===== src/rtl/encoder_pkg.sv =====
// Shared definitions for the key front-end and the 4-input encoder it feeds.
// Channel FSM state encoding and the default debounce length.
package encoder_pkg;

  typedef enum logic [1:0] {
    S_LO   = 2'd0,
    S_RISE = 2'd1,
    S_HI   = 2'd2,
    S_FALL = 2'd3
  } state_t;

  localparam int DB_CYCLES_DEF = 16;

endpackage


===== src/rtl/debounce_ch.sv =====
// One key channel: 2-flop synchroniser, qualification FSM and run-length counter.
// level/press/rel are registered; accept is the next-cycle press|rel, used for the shared strobe.
module debounce_ch
  import encoder_pkg::*;
#(
  parameter  int DB_CYCLES = DB_CYCLES_DEF,
  localparam int CNT_W     = $clog2(DB_CYCLES)
) (
  input  logic clk,
  input  logic rst,
  input  logic raw,
  output logic level,
  output logic press,
  output logic rel,
  output logic accept
);

  localparam logic [CNT_W-1:0] CNT_MAX = CNT_W'(DB_CYCLES - 1);

  logic             s1;
  logic             s2;
  state_t           state;
  logic [CNT_W-1:0] cnt;
  logic             at_max;

  assign at_max = (cnt == CNT_MAX);
  assign accept = at_max && (((state == S_RISE) && s2) || ((state == S_FALL) && !s2));

  always_ff @(posedge clk or posedge rst) begin
    if (rst) begin
      s1    <= 1'b0;
      s2    <= 1'b0;
      state <= S_LO;
      cnt   <= '0;
      level <= 1'b0;
      press <= 1'b0;
      rel   <= 1'b0;
    end else begin
      s1    <= raw;
      s2    <= s1;
      press <= 1'b0;
      rel   <= 1'b0;
      case (state)
        S_LO: begin
          if (s2) begin
            state <= S_RISE;
            cnt   <= CNT_W'(1);
          end
        end
        S_RISE: begin
          // Any opposite sample throws the run away; qualification restarts from zero.
          if (!s2) begin
            state <= S_LO;
            cnt   <= '0;
          end else if (at_max) begin
            state <= S_HI;
            level <= 1'b1;
            press <= 1'b1;
            cnt   <= '0;
          end else begin
            cnt <= cnt + CNT_W'(1);
          end
        end
        S_HI: begin
          if (!s2) begin
            state <= S_FALL;
            cnt   <= CNT_W'(1);
          end
        end
        S_FALL: begin
          if (s2) begin
            state <= S_HI;
            cnt   <= '0;
          end else if (at_max) begin
            state <= S_LO;
            level <= 1'b0;
            rel   <= 1'b1;
            cnt   <= '0;
          end else begin
            cnt <= cnt + CNT_W'(1);
          end
        end
        default: begin
          state <= S_LO;
          cnt   <= '0;
        end
      endcase
    end
  end

endmodule


===== src/rtl/key_debounce_4ch.sv =====
// N-channel key debouncer driving the encoder's x input, with press/release pulses
// and a registered any-change strobe aligned with those pulses.
module key_debounce_4ch
  import encoder_pkg::*;
#(
  parameter int N         = 4,
  parameter int DB_CYCLES = DB_CYCLES_DEF
) (
  input  logic         clk,
  input  logic         rst,
  input  logic [N-1:0] raw_in,
  output logic [N-1:0] x,
  output logic [N-1:0] press,
  output logic [N-1:0] rel,
  output logic         changed
);

  if (DB_CYCLES < 2) begin : g_bad_db
    $error("DB_CYCLES must be at least 2");
  end

  logic [N-1:0] accept;

  for (genvar i = 0; i < N; i++) begin : g_ch
    debounce_ch #(
      .DB_CYCLES(DB_CYCLES)
    ) u_ch (
      .clk   (clk),
      .rst   (rst),
      .raw   (raw_in[i]),
      .level (x[i]),
      .press (press[i]),
      .rel   (rel[i]),
      .accept(accept[i])
    );
  end

  // Built from each channel's accept so the strobe lands in the same cycle as press/rel.
  always_ff @(posedge clk or posedge rst) begin
    if (rst) begin
      changed <= 1'b0;
    end else begin
      changed <= |accept;
    end
  end

endmodule


===== config.mk =====
export PLATFORM = sky130hd
export DESIGN_NAME = key_debounce_4ch
export DESIGN_NICKNAME = d
export VERILOG_FILES = /design/src/rtl/encoder_pkg.sv /design/src/rtl/debounce_ch.sv /design/src/rtl/key_debounce_4ch.sv
export SDC_FILE = /design/constraint.sdc
export NUM_CORES = 1
export LEC_CHECK = 0
export ABC_AREA = 0
export CAP_MARGIN = 20
export CORE_MARGIN = 3
export CORE_UTILIZATION = 60
export CTS_BUF_LIST = sky130_fd_sc_hd__clkbuf_4 sky130_fd_sc_hd__clkbuf_8
export CTS_CLUSTER_DIAMETER = 150
export DETAILED_ROUTE_END_ITERATION = 12
export PLACE_DENSITY = 0.88
export SETUP_SLACK_MARGIN = 0.1
export SLEW_MARGIN = 20
export SYNTH_ARGS = -nofsm -noshare
export SYNTH_HDL_FRONTEND = slang
export SYNTH_SLANG_ARGS = --single-unit

===== constraint.sdc =====
create_clock -name clk -period 3.6 [get_ports clk]
set_clock_uncertainty 0.2 [all_clocks]
set_input_delay 0.9 -clock clk [delete_from_list [all_inputs] [get_ports clk]]
set_output_delay 0.9 -clock clk [all_outputs]
set_load 0.05 [all_outputs]

**Yosys cells after proc, flatten, opt, wreduce, memory -nomap -nowiden**

Index checks and enable logic that the tools add are counted.

- Flip-flop bits (word level): 45
- Input port bits: 6
- Output and inout port bits: 13
- Logic and storage cells: 214

- Add/sub/neg operators: 4
- Eq/ne operators: 48
- Mux-type cells: 92
- Reduce and logical (&&, ||, !) cells: 41

Operators by type and width:

| operator | count |
|---|---|
| 4-bit 2-to-1 mux | 20 |
| 4-bit case mux with 4 select lines | 4 |
| 2-bit 2-to-1 mux | 24 |
| 1-bit 2-to-1 mux | 36 |
| 2-bit by 1-bit inequality test with 1-bit output, second input constant | 16 |
| 2-bit case mux with 4 select lines | 4 |
| 5-bit AND reduction | 4 |
| 4-bit by 1-bit adder with 4-bit output, second input constant | 4 |
| 2-bit == test, second input constant | 8 |
| 4-bit == test, second input constant | 4 |
| 2-bit inequality test, second input constant | 8 |
| 4-bit AND reduction | 4 |
| 1-bit logical AND | 12 |
| 3-bit by 1-bit inequality test with 1-bit output, second input constant | 4 |
| 3-bit inequality test, second input constant | 4 |
| 2-bit by 1-bit == test with 1-bit output, second input constant | 4 |
| 2-bit logical NOT | 4 |
| 1-bit case mux with 2 select lines | 4 |
| 2-bit AND reduction | 4 |
| 2-bit nonzero test | 4 |
| 1-bit logical NOT | 4 |
| 1-bit logical OR | 4 |
| 4-bit OR reduction | 1 |

**Logic depth before layout (Yosys ltp)**

Gate-level depths: netlist of the first run.

- Depth after elaboration: 5
- Mapped depth: 4
- Depth with buffers taken out: 4

**By module**

Synthesis of the first run repeated with hierarchy kept, for this count alone.

- Cell total of the unflattened synthesis: 179
- Area, all modules: 1918.1 µm²

Modules (own cells, without submodules):

| module | times used | cells an instance | area an instance (µm²) |
|---|---|---|---|
| debounce_ch | 4 | 44 | 470.5 |
| key_debounce_4ch | 1 | 3 | 36.3 |

**Least setup slack after synthesis of the first run**

Ideal clock, no wire load.

- Kind: register to output
- Start point: register changed
- End point: output changed
- Arrival time: 586 ps
- Setup slack: 1914 ps
- Cell stages (with the launch flop): 1
- Path buffers: 0
- Cell sequence: dfrtp_1

RTL lines:

| item | RTL line | RTL |
|---|---|---|
| from (decl) | key_debounce_4ch.sv:15 | `output logic changed` |
| from (signal assigned) | key_debounce_4ch.sv:43 | `changed <= \|accept;` |

No word-level cell between the ends.

**Final worst setup path of the first run**

- Start point: register g_ch[0].u_ch.level
- End point: output x[0]

RTL lines:

| item | RTL line | RTL |
|---|---|---|
| from (decl) | debounce_ch.sv:12 | `output logic level,` |
| from (signal assigned) | debounce_ch.sv:35 | `level <= 1'b0;` |
| from (signal assigned) | debounce_ch.sv:57 | `level <= 1'b1;` |
| from (signal assigned) | debounce_ch.sv:76 | `level <= 1'b0;` |
| to (decl) | key_debounce_4ch.sv:12 | `output logic [N-1:0] x,` |

No word-level cell between the ends.

==> summary by stage, run 1 <==
Yosys
The dominant synthesized flop cell is sky130_fd_sc_hd__dfrtp_1. Summed over all instances, the cell type with the most area after synthesis is sky130_fd_sc_hd__dfrtp_1. The number of nets handed over by synthesis was 196.

Ranked by total cell area, the synthesized netlist is headed by sky130_fd_sc_hd__dfrtp_1 57%, sky130_fd_sc_hd__buf_4 4.5%, sky130_fd_sc_hd__nand2_1 4.3%. The post-synthesis sequential area ratio is 0.565. For this run, asynchronously set or reset flops after synthesis account for 1.00.

The average instance area after synthesis is 10.7 sq um. The number of distinct standard cells referenced by the synthesized netlist is 33. In this run, synthesis inferred 0 flip-flops with an integrated enable.

The fraction of synthesized cell area taken by the top area cell type is 0.565. The instance count of the mapped netlist is 186. The warning count from the yosys run is 0.

Synthesis inferred 45 register bits. In this run the cell area of the synthesized design comes to 0.00199 sq mm.

Clock network
In this run the number of H-tree levels came out at 2. Clock-pin slew was measured on the worst setup and hold paths at 140 ps. Clock tree synthesis selected as its root buffer the cell sky130_fd_sc_hd__clkbuf_4. The maximum buffer depth of the clock tree is 2.

The number of setup buffers added after CTS is 0. The clock drives 45 sinks. Buffers inserted to repair hold after CTS numbered 0. The CTS tree is done. The number of gates resized after CTS was 0. The later-pin clock latency in the skew report is 360 ps. The TritonCTS buffer count is 5.

Worst setup path
The top fanout value on the critical path is 3. The nature of the critical path endpoint is an output pin. The critical path is of the flop to output pin type. At the worst endpoint, the required time is 2500 ps.

On the critical path, the stage with the largest delay is an instance of sky130_fd_sc_hd__clkdlybuf4s50_1. The maximum cell stage delay along the critical path is 810 ps. Walking the worst path, the cells encountered are clkdlybuf4s50_1. For the worst setup path, the data arrival time is 1570 ps. Together, buffers and inverters on the worst path number 1. On the critical path the largest part of the delay comes from buffers and inverters. STA classifies the critical path startpoint as a flop. The worst reg-to-reg setup slack is 1730 ps.

Timing
The final hold violation count is 0. The sum of negative setup slack is 0 ps. Measured against its own limit, the worst slew margin works out to 0.663.

Setup slack on the critical path of the routed design comes to 935 ps. Timing would allow up to 375 MHz. Setup repair after global routing left no endpoint under its margin. The final max-slew violation count is 0. Setup violations remaining at the end of the flow were counted as 0.

The post-route minimum period is 2670 ps. For the pin with the worst max-slew slack, the measured transition is 504 ps. The share of the clock period used by the worst path is 0.740.

Run status
The flow ran to the end, and the final reports show no timing, DRC or antenna violations.

Finish
The number of diodes is 0. The area occupied by multi-input gates is 727 sq um. The net count reported at finish is 206. The area taken by flip-flops and latches is 0.00113 sq mm. The top cell types in the final layout, fill and taps aside, are 45 x sky130_fd_sc_hd__dfrtp_1, 23 x sky130_fd_sc_hd__nand2_1, 18 x sky130_fd_sc_hd__clkdlybuf4s50_1.

The area added between synthesis and finish is 9.99%. The layout filler cell count is 241. Of the cells placed in the final design, the portion with a size suffix greater than 1 is 0.0609.

The library cell used most frequently in the layout, excluding fill and tap cells, is sky130_fd_sc_hd__dfrtp_1.

Detailed routing
The final routed wirelength across all metal layers is 3280 um. The first detailed-routing pass took 4 iterations. The number of nets with antenna violations after detailed routing is 0. Summing over every cut layer, the via total after detailed routing is 1,358. The via density per instance is 5.63.

In this run, the number of DRC markers left after iteration 0 of detailed routing was 52. The wire length per cell after detailed routing is 13.6 um. In the routed design, unresolved DRC markers number 0.

Power
The leakage power total is 0.974 nW. The power density over the cells is 403 mW/mm^2. The peak ir drop on the vdd network is 0.306 mV.

Floorplan
The initial core utilization is 0.642. The floorplan step set the die height to 63.6 um. The site row count is 20.

The die covers 0.00405 sq mm. The core region is 0.00310 sq mm. The die is 63.6 um wide.

The count of boundary I/O pins is 19.

GRT
The initial antenna violation count was 0. For this run the aggregate overflow at the end of global routing stands at 0. The overall global routing resource usage is 0.184. The first global-routing pass estimated 5730 um of wire. The via count of the first global-routing pass is 1,324. Entering global routing, the biggest net connects 37 pins.

Run
The max-capacitance violation count is 0.

Place
The post-DP HPWL is 2320 um. At the end of routability-driven placement, the weighted congestion stood at 0.798. During placement, the flow inserted port buffers numbering 18. The worst-case setup slack after placement is 1340 ps.

Min path
The type of the tightest min-delay check is flop to flop.
[final timing paths]
path | from | to | depth (start not counted)
setup / recovery | g_ch[0].u_ch.level$_DFFE_PP0P_ | x[0] | 1
hold / removal | g_ch[2].u_ch.s1$_DFF_PP0_ | g_ch[2].u_ch.s2$_DFF_PP0_ | 0
setup reg to reg | g_ch[1].u_ch.cnt[0]$_DFFE_PP0P_ | changed$_DFF_PP0_ | 4
hold reg to reg | g_ch[2].u_ch.s1$_DFF_PP0_ | g_ch[2].u_ch.s2$_DFF_PP0_ | 0
max in group asynchronous | rst | g_ch[1].u_ch.cnt[3]$_DFFE_PP0P_ | 3
min in group asynchronous | rst | g_ch[0].u_ch.level$_DFFE_PP0P_ | 2
[report_power, final]
| group | total [mW] | switching (mW) | internal [mW] |
|---|---|---|---|
| clock | 0.257 | 0.162 | 0.0954 |
| combinational | 0.0682 | 0.0381 | 0.0301 |
| sequential | 0.558 | 0.0301 | 0.527 |
| total | 0.883 | 0.230 | 0.653 |
[area by class of cell]
class / count / share of cell area
clock inverters: 2 / 0.00628
clock buffers: 6 / 0.0234
flip-flops and latches: 45 / 0.514
multi-input cells: 117 / 0.332
well taps: 44 / 0.0251
inverters: 8 / 0.0137
repair buffers: 19 / 0.0857
[per-layer routing]
| metal | vias to the layer above | track usage | part of all wire |
|---|---|---|---|
| met5 | - | 0 | 0 |
| met4 | 0 | 0.0836 | 0.0085 |
| met3 | 4 | 0.0624 | 0.045 |
| met2 | 27 | 0.305 | 0.50 |
| met1 | 662 | 0.216 | 0.44 |
| li1 | 665 | - | - |
[synth_stat cells (6+ instances only)]
cell type	count
sky130_fd_sc_hd__a21oi_1	8
sky130_fd_sc_hd__nand4_1	6
sky130_fd_sc_hd__nor2_1	10
sky130_fd_sc_hd__nand2_1	23
sky130_fd_sc_hd__inv_1	8
sky130_fd_sc_hd__o21ai_0	14
sky130_fd_sc_hd__buf_4	12
sky130_fd_sc_hd__xor2_1	6
sky130_fd_sc_hd__dfrtp_1	45
sky130_fd_sc_hd__nand3_1	9
[cell families (layout without fill, tap and decap cells)]
family,after synthesis,count (layout),share of synthesized area
fa+ha+maj,4,4,0.0251
compound gates,34,34,0.107
flops,45,45,0.565
simple gates,68,68,0.180
buf+inv,24,35,0.0697
xor+xnor,11,11,0.0521
[per-stage QoR]
stage               hold slack [ps]  std cells  instance area [sq um]  utilization  power (mW)
finish                          151        241                   2190        0.706       0.883
CTS                             155        241                   2190        0.706       0.890
floorplan                       131        186                   1990            -       0.613
global placement                133        233                   2130        0.685       0.628
detailed placement              136        233                   2130        0.685       0.635
global route                    160        241                   2190        0.706       0.935
[sequential cells by signal, summed over array words and instances (netlist names), named ones only]
signal	count
g_ch.u_ch.cnt	16
g_ch.u_ch.level	4
g_ch.u_ch.press	4
g_ch.u_ch.rel	4
g_ch.u_ch.s1	4
g_ch.u_ch.s2	4
g_ch.u_ch.state	4
changed	1
No activity file was read; power rests on OpenSTA's default activity.
==> run 2, diff against run 1 <==
--- a/config.mk
+++ b/config.mk
@@ -8,11 +8,11 @@
 export ABC_AREA = 0
 export CAP_MARGIN = 20
 export CORE_MARGIN = 3
-export CORE_UTILIZATION = 60
+export CORE_UTILIZATION = 53
 export CTS_BUF_LIST = sky130_fd_sc_hd__clkbuf_4 sky130_fd_sc_hd__clkbuf_8
 export CTS_CLUSTER_DIAMETER = 150
 export DETAILED_ROUTE_END_ITERATION = 12
-export PLACE_DENSITY = 0.88
+export PLACE_DENSITY = 0.83
 export SETUP_SLACK_MARGIN = 0.1
 export SLEW_MARGIN = 20
 export SYNTH_ARGS = -nofsm -noshare
==> constraint.sdc (replaced) <==
create_clock -name clk -period 2.4 [get_ports clk]
set_clock_uncertainty 0.2 [all_clocks]
set_input_delay 0.6 -clock clk [delete_from_list [all_inputs] [get_ports clk]]
set_output_delay 0.6 -clock clk [all_outputs]
set_load 0.05 [all_outputs]
==> summary by stage, run 2 (synthesis gave the netlist of run 1 again) <==
Detailed routing
The routed via count is 1,375. The number of nets with antenna violations after detailed routing is 0. The final layout contains routed wiring with a total length of 3390 um. In the final routed layout, each cell accounts on average for 13.9 um.

Dividing the detail-routed via count by the number of cells gives 5.66. The first-pass iteration count of the detailed router is 4. After detailed routing, the number of remaining DRC violations is 0. The number of DRC markers in iteration 0 is 53.

GRT
The via count of the first global-routing pass is 1,391. The first global-routing pass estimated 6070 um of wire. The sum of overflow across all layers after global routing is 0. The pin count of the biggest net entering global routing is 46. The initial antenna violation count is 0. Across every metal layer, demand over resource in global routing totals 0.183.

Clock network
The later-pin clock latency in the skew report is 300 ps. TritonCTS built the clock tree. The clock-pin slew of the registers on the worst-case setup and hold paths is 80 ps. The root buffer cell chosen for the clock tree is sky130_fd_sc_hd__clkbuf_8.

The TritonCTS buffer count is 5. The level count of the clock H-tree is 2. The clock drives 45 sinks. The clock passes through at most 2 buffers.

Timing
The share of the clock period used by the worst path is 0.929. The actual transition at the worst max-transition pin is 546 ps. The final hold violation count came to 0. After routing, the total negative slack on setup checks comes to 0 ps. Setup violations remaining at the end of the flow were counted as 0. The worst pin sits at a relative slew slack of 0.636.

The final max-slew violation count came to 0. The final setup slack of the worst path is 170 ps. The achievable frequency is 448 MHz. The post-route minimum period is 2230 ps.

Setup repair after global routing left no endpoint under its margin.

Place
The weighted congestion at the end of routability-driven global placement is 0.864. At the placement stage, the worst setup path has a slack of 435 ps. Once placement completed, the tool counted placed cells totaling 235. The total placed instance area is 0.00213 sq mm.

The number of port buffers is 18. The post-DP HPWL is 2460 um.

Finish
In the final layout, the share of cells above drive strength 1 is 0.0609. The area growth from synthesis to layout is 11.8%. The library cells used most frequently in the layout, excluding fill and tap cells, are 45 x sky130_fd_sc_hd__dfrtp_1, 23 x sky130_fd_sc_hd__nand2_1, 14 x sky130_fd_sc_hd__o21ai_0. The register with the most flip-flops in the layout has 16 of them. The number of standard cells in the final layout excluding fillers is 243.

The top register by number of flip-flops is g_ch.u_ch.cnt. The post-route cell area is 0.00223 sq mm. Leaving out fill and tap cells, the most frequent cell in the layout is sky130_fd_sc_hd__dfrtp_1. The layout filler cell count is 288. The net count reported at finish is 206.

The number of diodes is 0.

Floorplan
The die covers 0.00453 sq mm. The site row count is 21. The floorplan step defined a core boundary enclosing 0.00347 sq mm.

The die is 67.3 um tall. The count of boundary I/O pins is 19. The initial core utilization is 0.574. The die extent in x is 67.3 um.

Power
The design draws 1.40 mW. The leakage power total is 1.03 nW. The peak ir drop on the vdd network is 0.417 mV. Dividing total power by cell area gives a power density of 627 mW/mm^2.

Worst setup path
The data arrival at the endpoint of the critical path is 1430 ps. The maximum cell stage delay along the critical path is 800 ps. STA classifies the critical path startpoint as a flop. Traced cell by cell, the critical path runs through clkdlybuf4s50_1. The origin of the critical flop-to-flop path is g_ch[1].u_ch.cnt[0]$_DFFE_PP0P_. The start point of the critical path is changed$_DFF_PP0_. The startpoint-to-endpoint class of the critical path is flop to output pin. In this run the worst path has a maximum fanout of 1. The nature of the critical path endpoint is an output pin. The required time of the critical path is 1600 ps. The slowest stage of the critical path belongs to the cell sky130_fd_sc_hd__clkdlybuf4s50_1. In this design, the largest share of critical-path delay is due to buffers and inverters. The number of buffer and inverter stages on the critical path is 1.

Min path
The min-delay analysis places its worst path in the category flop to flop. The worst hold path begins at g_ch[0].u_ch.s1$_DFF_PP0_.

Run
The tool flagged a number of max-cap violations equal to 0.

Run status
The flow ran to the end, and the final reports show no timing, DRC or antenna violations.
[run 2: cell types whose count changed in the layout (fill, tap and decap cells not counted)]
cell / before / now
sky130_fd_sc_hd__clkbuf_4: 5 / 0
sky130_fd_sc_hd__clkbuf_8: 1 / 5
sky130_fd_sc_hd__clkdlybuf4s50_1: 18 / 13
sky130_fd_sc_hd__clkinv_4: 1 / 0
sky130_fd_sc_hd__clkinvlp_4: 0 / 1
sky130_fd_sc_hd__dlygate4sd2_1: 0 / 1
sky130_fd_sc_hd__dlymetal6s2s_1: 0 / 4
sky130_fd_sc_hd__inv_6: 0 / 1
[run 2: final cells by class]
cell class / instances / area [sq um] / share of cell area
flip-flops and latches: 45 / 1130 / 0.506
clock buffers: 5 / 68.8 / 0.0309
inverters: 8 / 30.0 / 0.0135
multi-input cells: 117 / 727 / 0.326
well taps: 46 / 57.6 / 0.0258
clock inverters: 3 / 21.3 / 0.00955
repair buffers: 19 / 196 / 0.0882
[run 2: worst paths after layout]
check | to | slack, ps | cells after the start
setup / recovery | changed | 170 | 1
hold / removal | g_ch[0].u_ch.s2$_DFF_PP0_ | 160 | 0
setup reg to reg | changed$_DFF_PP0_ | 500 | 4
hold reg to reg | g_ch[0].u_ch.s2$_DFF_PP0_ | 160 | 0
max in group asynchronous | g_ch[3].u_ch.cnt[1]$_DFFE_PP0P_ | 1050 | 3
min in group asynchronous | g_ch[2].u_ch.s1$_DFF_PP0_ | 570 | 3
[run 2: power breakdown]
| group | leakage, nW | switching [mW] | internal (mW) | total (mW) |
|---|---|---|---|---|
| logic | 0.414 | 0.0566 | 0.0454 | 0.102 |
| clock network | 0.0445 | 0.252 | 0.206 | 0.458 |
| registers | 0.576 | 0.0457 | 0.791 | 0.837 |
| total | 1.03 | 0.354 | 1.04 | 1.40 |
[run 2: metal layers]
metal / track usage / routed length, um / vias up
li1: - / - / 664
met1: 0.197 / 1330 / 676
met2: 0.321 / 1830 / 25
met3: 0.0466 / 121 / 10
met4: 0.106 / 107 / 0
met5: 0 / 0 / -
[run 2: timing repair]
item,CTS,global route
hold buffers,0,0
endpoints found under the setup margin,1,4
hold endpoints to repair,0,0
setup buffers,0,0
cloned,0,0
gates resized for setup,1,4
[run 2: through the flow]
stage | hold WS, ps | util
2_1_floorplan | 131 | -
3_3_place_gp | 132 | 0.614
3_5_place_dp | 137 | 0.614
4_1_cts | 164 | 0.639
5_1_grt | 177 | 0.642
6_report | 161 | 0.642
==> run 3, diff against run 2 <==
--- a/config.mk
+++ b/config.mk
@@ -12,6 +12,7 @@
 export CTS_BUF_LIST = sky130_fd_sc_hd__clkbuf_4 sky130_fd_sc_hd__clkbuf_8
 export CTS_CLUSTER_DIAMETER = 150
 export DETAILED_ROUTE_END_ITERATION = 12
+export MAX_ROUTING_LAYER = met4
 export PLACE_DENSITY = 0.83
 export SETUP_SLACK_MARGIN = 0.1
 export SLEW_MARGIN = 20
==> constraint.sdc (replaced) <==
create_clock -name clk -period 1.9 [get_ports clk]
set_clock_uncertainty 0.2 [all_clocks]
set_input_delay 0.475 -clock clk [delete_from_list [all_inputs] [get_ports clk]]
set_output_delay 0.475 -clock clk [all_outputs]
set_load 0.05 [all_outputs]
==> summary by stage, run 3 (synthesis gave the netlist of run 1 again) <==
Finish
Ranked by flip-flop count, first place goes to g_ch.u_ch.cnt. The number of flip-flops under the largest register name is 16. In the final layout, the share of cells above drive strength 1 is 0.138. The library cells used most frequently in the layout, excluding fill and tap cells, are 45 x sky130_fd_sc_hd__dfrtp_1, 23 x sky130_fd_sc_hd__nand2_1, 13 x sky130_fd_sc_hd__o21ai_0. The repair_antennas step left the layout with diodes totalling 0. The layout has 256 filler cells. In the final design database the tool counted 206 nets. From synthesis to final layout, the design area changed by 16.3%. The most common cell after layout, fill and taps aside is sky130_fd_sc_hd__dfrtp_1.

Power
The peak ir drop on the vdd network is 0.513 mV. The total power draw is 1.77 mW. The power density over the cells is 763 mW/mm^2. The leakage power total is 1.03 nW.

Place
Routability-driven placement finished with a final weighted congestion of 0.812. Buffers placed on the I/O ports in this run total 18. Detailed placement ended at an HPWL of 2430 um.

Run status
The run finished with clean final reports.

Timing
The sum of negative setup slack is 0 ps. The final max-slew violation count is 0. In this run the tightest slew margin relative to its limit is 0.692.

Across all hold checks on the routed design, the worst slack comes to 151 ps. The post-route minimum period is 1740 ps. Setup repair after global routing left no endpoint under its margin. The count of final setup violators is 0.

Dividing the final minimum period by the clock period gives 0.917. At the pin with the least slew margin, the transition time is 458 ps. The final hold violation count came to 0. The achievable frequency is 574 MHz.

GRT
The initial antenna violation count is 0. The first global-routing pass estimated 6020 um of wire. The via count of the first global-routing pass came to 1,362. Across every metal layer, demand over resource in global routing totals 0.183.

The pin count of the biggest net entering global routing is 43. For this run the aggregate overflow at the end of global routing stands at 0.

Floorplan
19 I/O pins were placed. In this run the horizontal extent of the chip is 67.3 um. For this configuration, the core starts out at a cell density of 0.574. The chip height is 67.3 um. In this run the standard cell core region covers 0.00347 sq mm. The die covers 0.00453 sq mm. The site row count is 21.

Worst setup path
The top fanout value on the critical path is 5. The nature of the critical path endpoint is a flop. The startpoint type of the worst setup path is a flop. The worst register-to-register path has a depth of 4. The critical path is of the flop to flop type. The worst reg-to-reg setup slack is 160 ps. The required time of the critical path is 1860 ps.

The data arrival at the endpoint of the critical path is 1700 ps.

Clock network
After clock tree synthesis, the clock-pin slew on the worst setup and hold paths is 80 ps. The clock drives 45 sinks. CTS placed an instance of sky130_fd_sc_hd__clkbuf_8 at the clock tree root.

The CTS tree is done. The number of hold buffers added after CTS was 0. The clock passes through at most 2 buffers.

For the worst-skew pair, the clock arrives at the later sink with an insertion delay of 290 ps. The TritonCTS buffer count is 5. Post-CTS timing repair inserted 0 buffers for setup. The level count of the clock H-tree is 2.

Detailed routing
The detail route stage leaves a number of antenna-violating nets equal to 0. In the final routed layout, each cell accounts on average for 13.8 um. The number of DRC markers in iteration 0 is 93. For this block, the via count after detailed routing is 1,374. In the routed layout, each cell is associated on average with a via count of 5.68. The final routed wirelength across all metal layers is 3340 um. The first detailed-routing pass ran for 4 iterations.

In the routed design, unresolved DRC markers number 0.

Min path
The type of the tightest min-delay check is flop to flop. Along the worst hold path, the cell count comes to 0.

Run
The max-capacitance violation count is 0.
-- run 3: cell types whose count changed in the layout (fill, tap and decap cells not counted), sizes merged --
cell,before,now
buf,1,14
clkbuf,5,6
clkdlybuf4s50,13,5
clkinv,1,0
dlygate4sd2,1,0
dlymetal6s2s,4,0
inv,9,8
-- run 3: routing by layer --
| metal | track usage | wire, um | up-vias |
|---|---|---|---|
| met1 | 0.210 | 1410 | 663 |
| met2 | 0.292 | 1670 | 40 |
| met3 | 0.0599 | 187 | 9 |
| met4 | 0.0835 | 72 | 0 |
| li1 | - | - | 662 |
| met5 | - | 0 | - |
-- run 3: where the power goes --
| group | switching (mW) | internal, mW | total, mW |
|---|---|---|---|
| Clock | 0.286 | 0.287 | 0.573 |
| Sequential | 0.0574 | 0.999 | 1.06 |
| Combinational | 0.0761 | 0.0621 | 0.138 |
-- run 3: through the flow --
| step | setup slack [ps] | util | area (sq um) | instances |
|---|---|---|---|---|
| 2_1_floorplan | 166 | - | 1990 | 186 |
| 3_3_place_gp | 250 | 0.640 | 2220 | 235 |
| 3_5_place_dp | 72.5 | 0.640 | 2220 | 235 |
| 4_1_cts | 116 | 0.666 | 2310 | 242 |
| 5_1_grt | 105 | 0.668 | 2320 | 242 |
| 6_report | 158 | 0.668 | 2320 | 242 |
-- run 3: final cells by class --
| cell class | count | area, sq um | area share |
|---|---|---|---|
| clock inverter | 1 | 7.51 | 0.00324 |
| tap | 46 | 57.6 | 0.0248 |
| multi-input combinational | 117 | 733 | 0.316 |
| timing repair buffer | 19 | 280 | 0.121 |
| inverter | 8 | 30.0 | 0.0130 |
| clock buffer | 6 | 82.6 | 0.0356 |
| sequential | 45 | 1130 | 0.486 |
-- run 3: worst max-delay path: stages, from the launching register on --
cell,delay [ps]
sky130_fd_sc_hd__dfrtp_1,420
sky130_fd_sc_hd__ha_2,230
sky130_fd_sc_hd__and4_2,270
sky130_fd_sc_hd__a222oi_1,350
sky130_fd_sc_hd__o21ai_1,140
-- run 3: final timing paths --
kind,endpoint,startpoint
min in group asynchronous,g_ch[0].u_ch.rel$_DFF_PP0_,rst
min reg2reg,g_ch[3].u_ch.s2$_DFF_PP0_,g_ch[3].u_ch.s1$_DFF_PP0_
max in group asynchronous,g_ch[3].u_ch.cnt[2]$_DFFE_PP0P_,rst
min,g_ch[3].u_ch.s2$_DFF_PP0_,g_ch[3].u_ch.s1$_DFF_PP0_
max reg2reg,changed$_DFF_PP0_,g_ch[3].u_ch.cnt[0]$_DFFE_PP0P_
max,changed$_DFF_PP0_,g_ch[3].u_ch.cnt[0]$_DFFE_PP0P_
-- run 3: what timing repair did --
item / CTS / global route
gates resized for setup: 1 / 3
gates cloned: 0 / 0
endpoints found under the setup margin: 1 / 1
pin swaps: 0 / 1
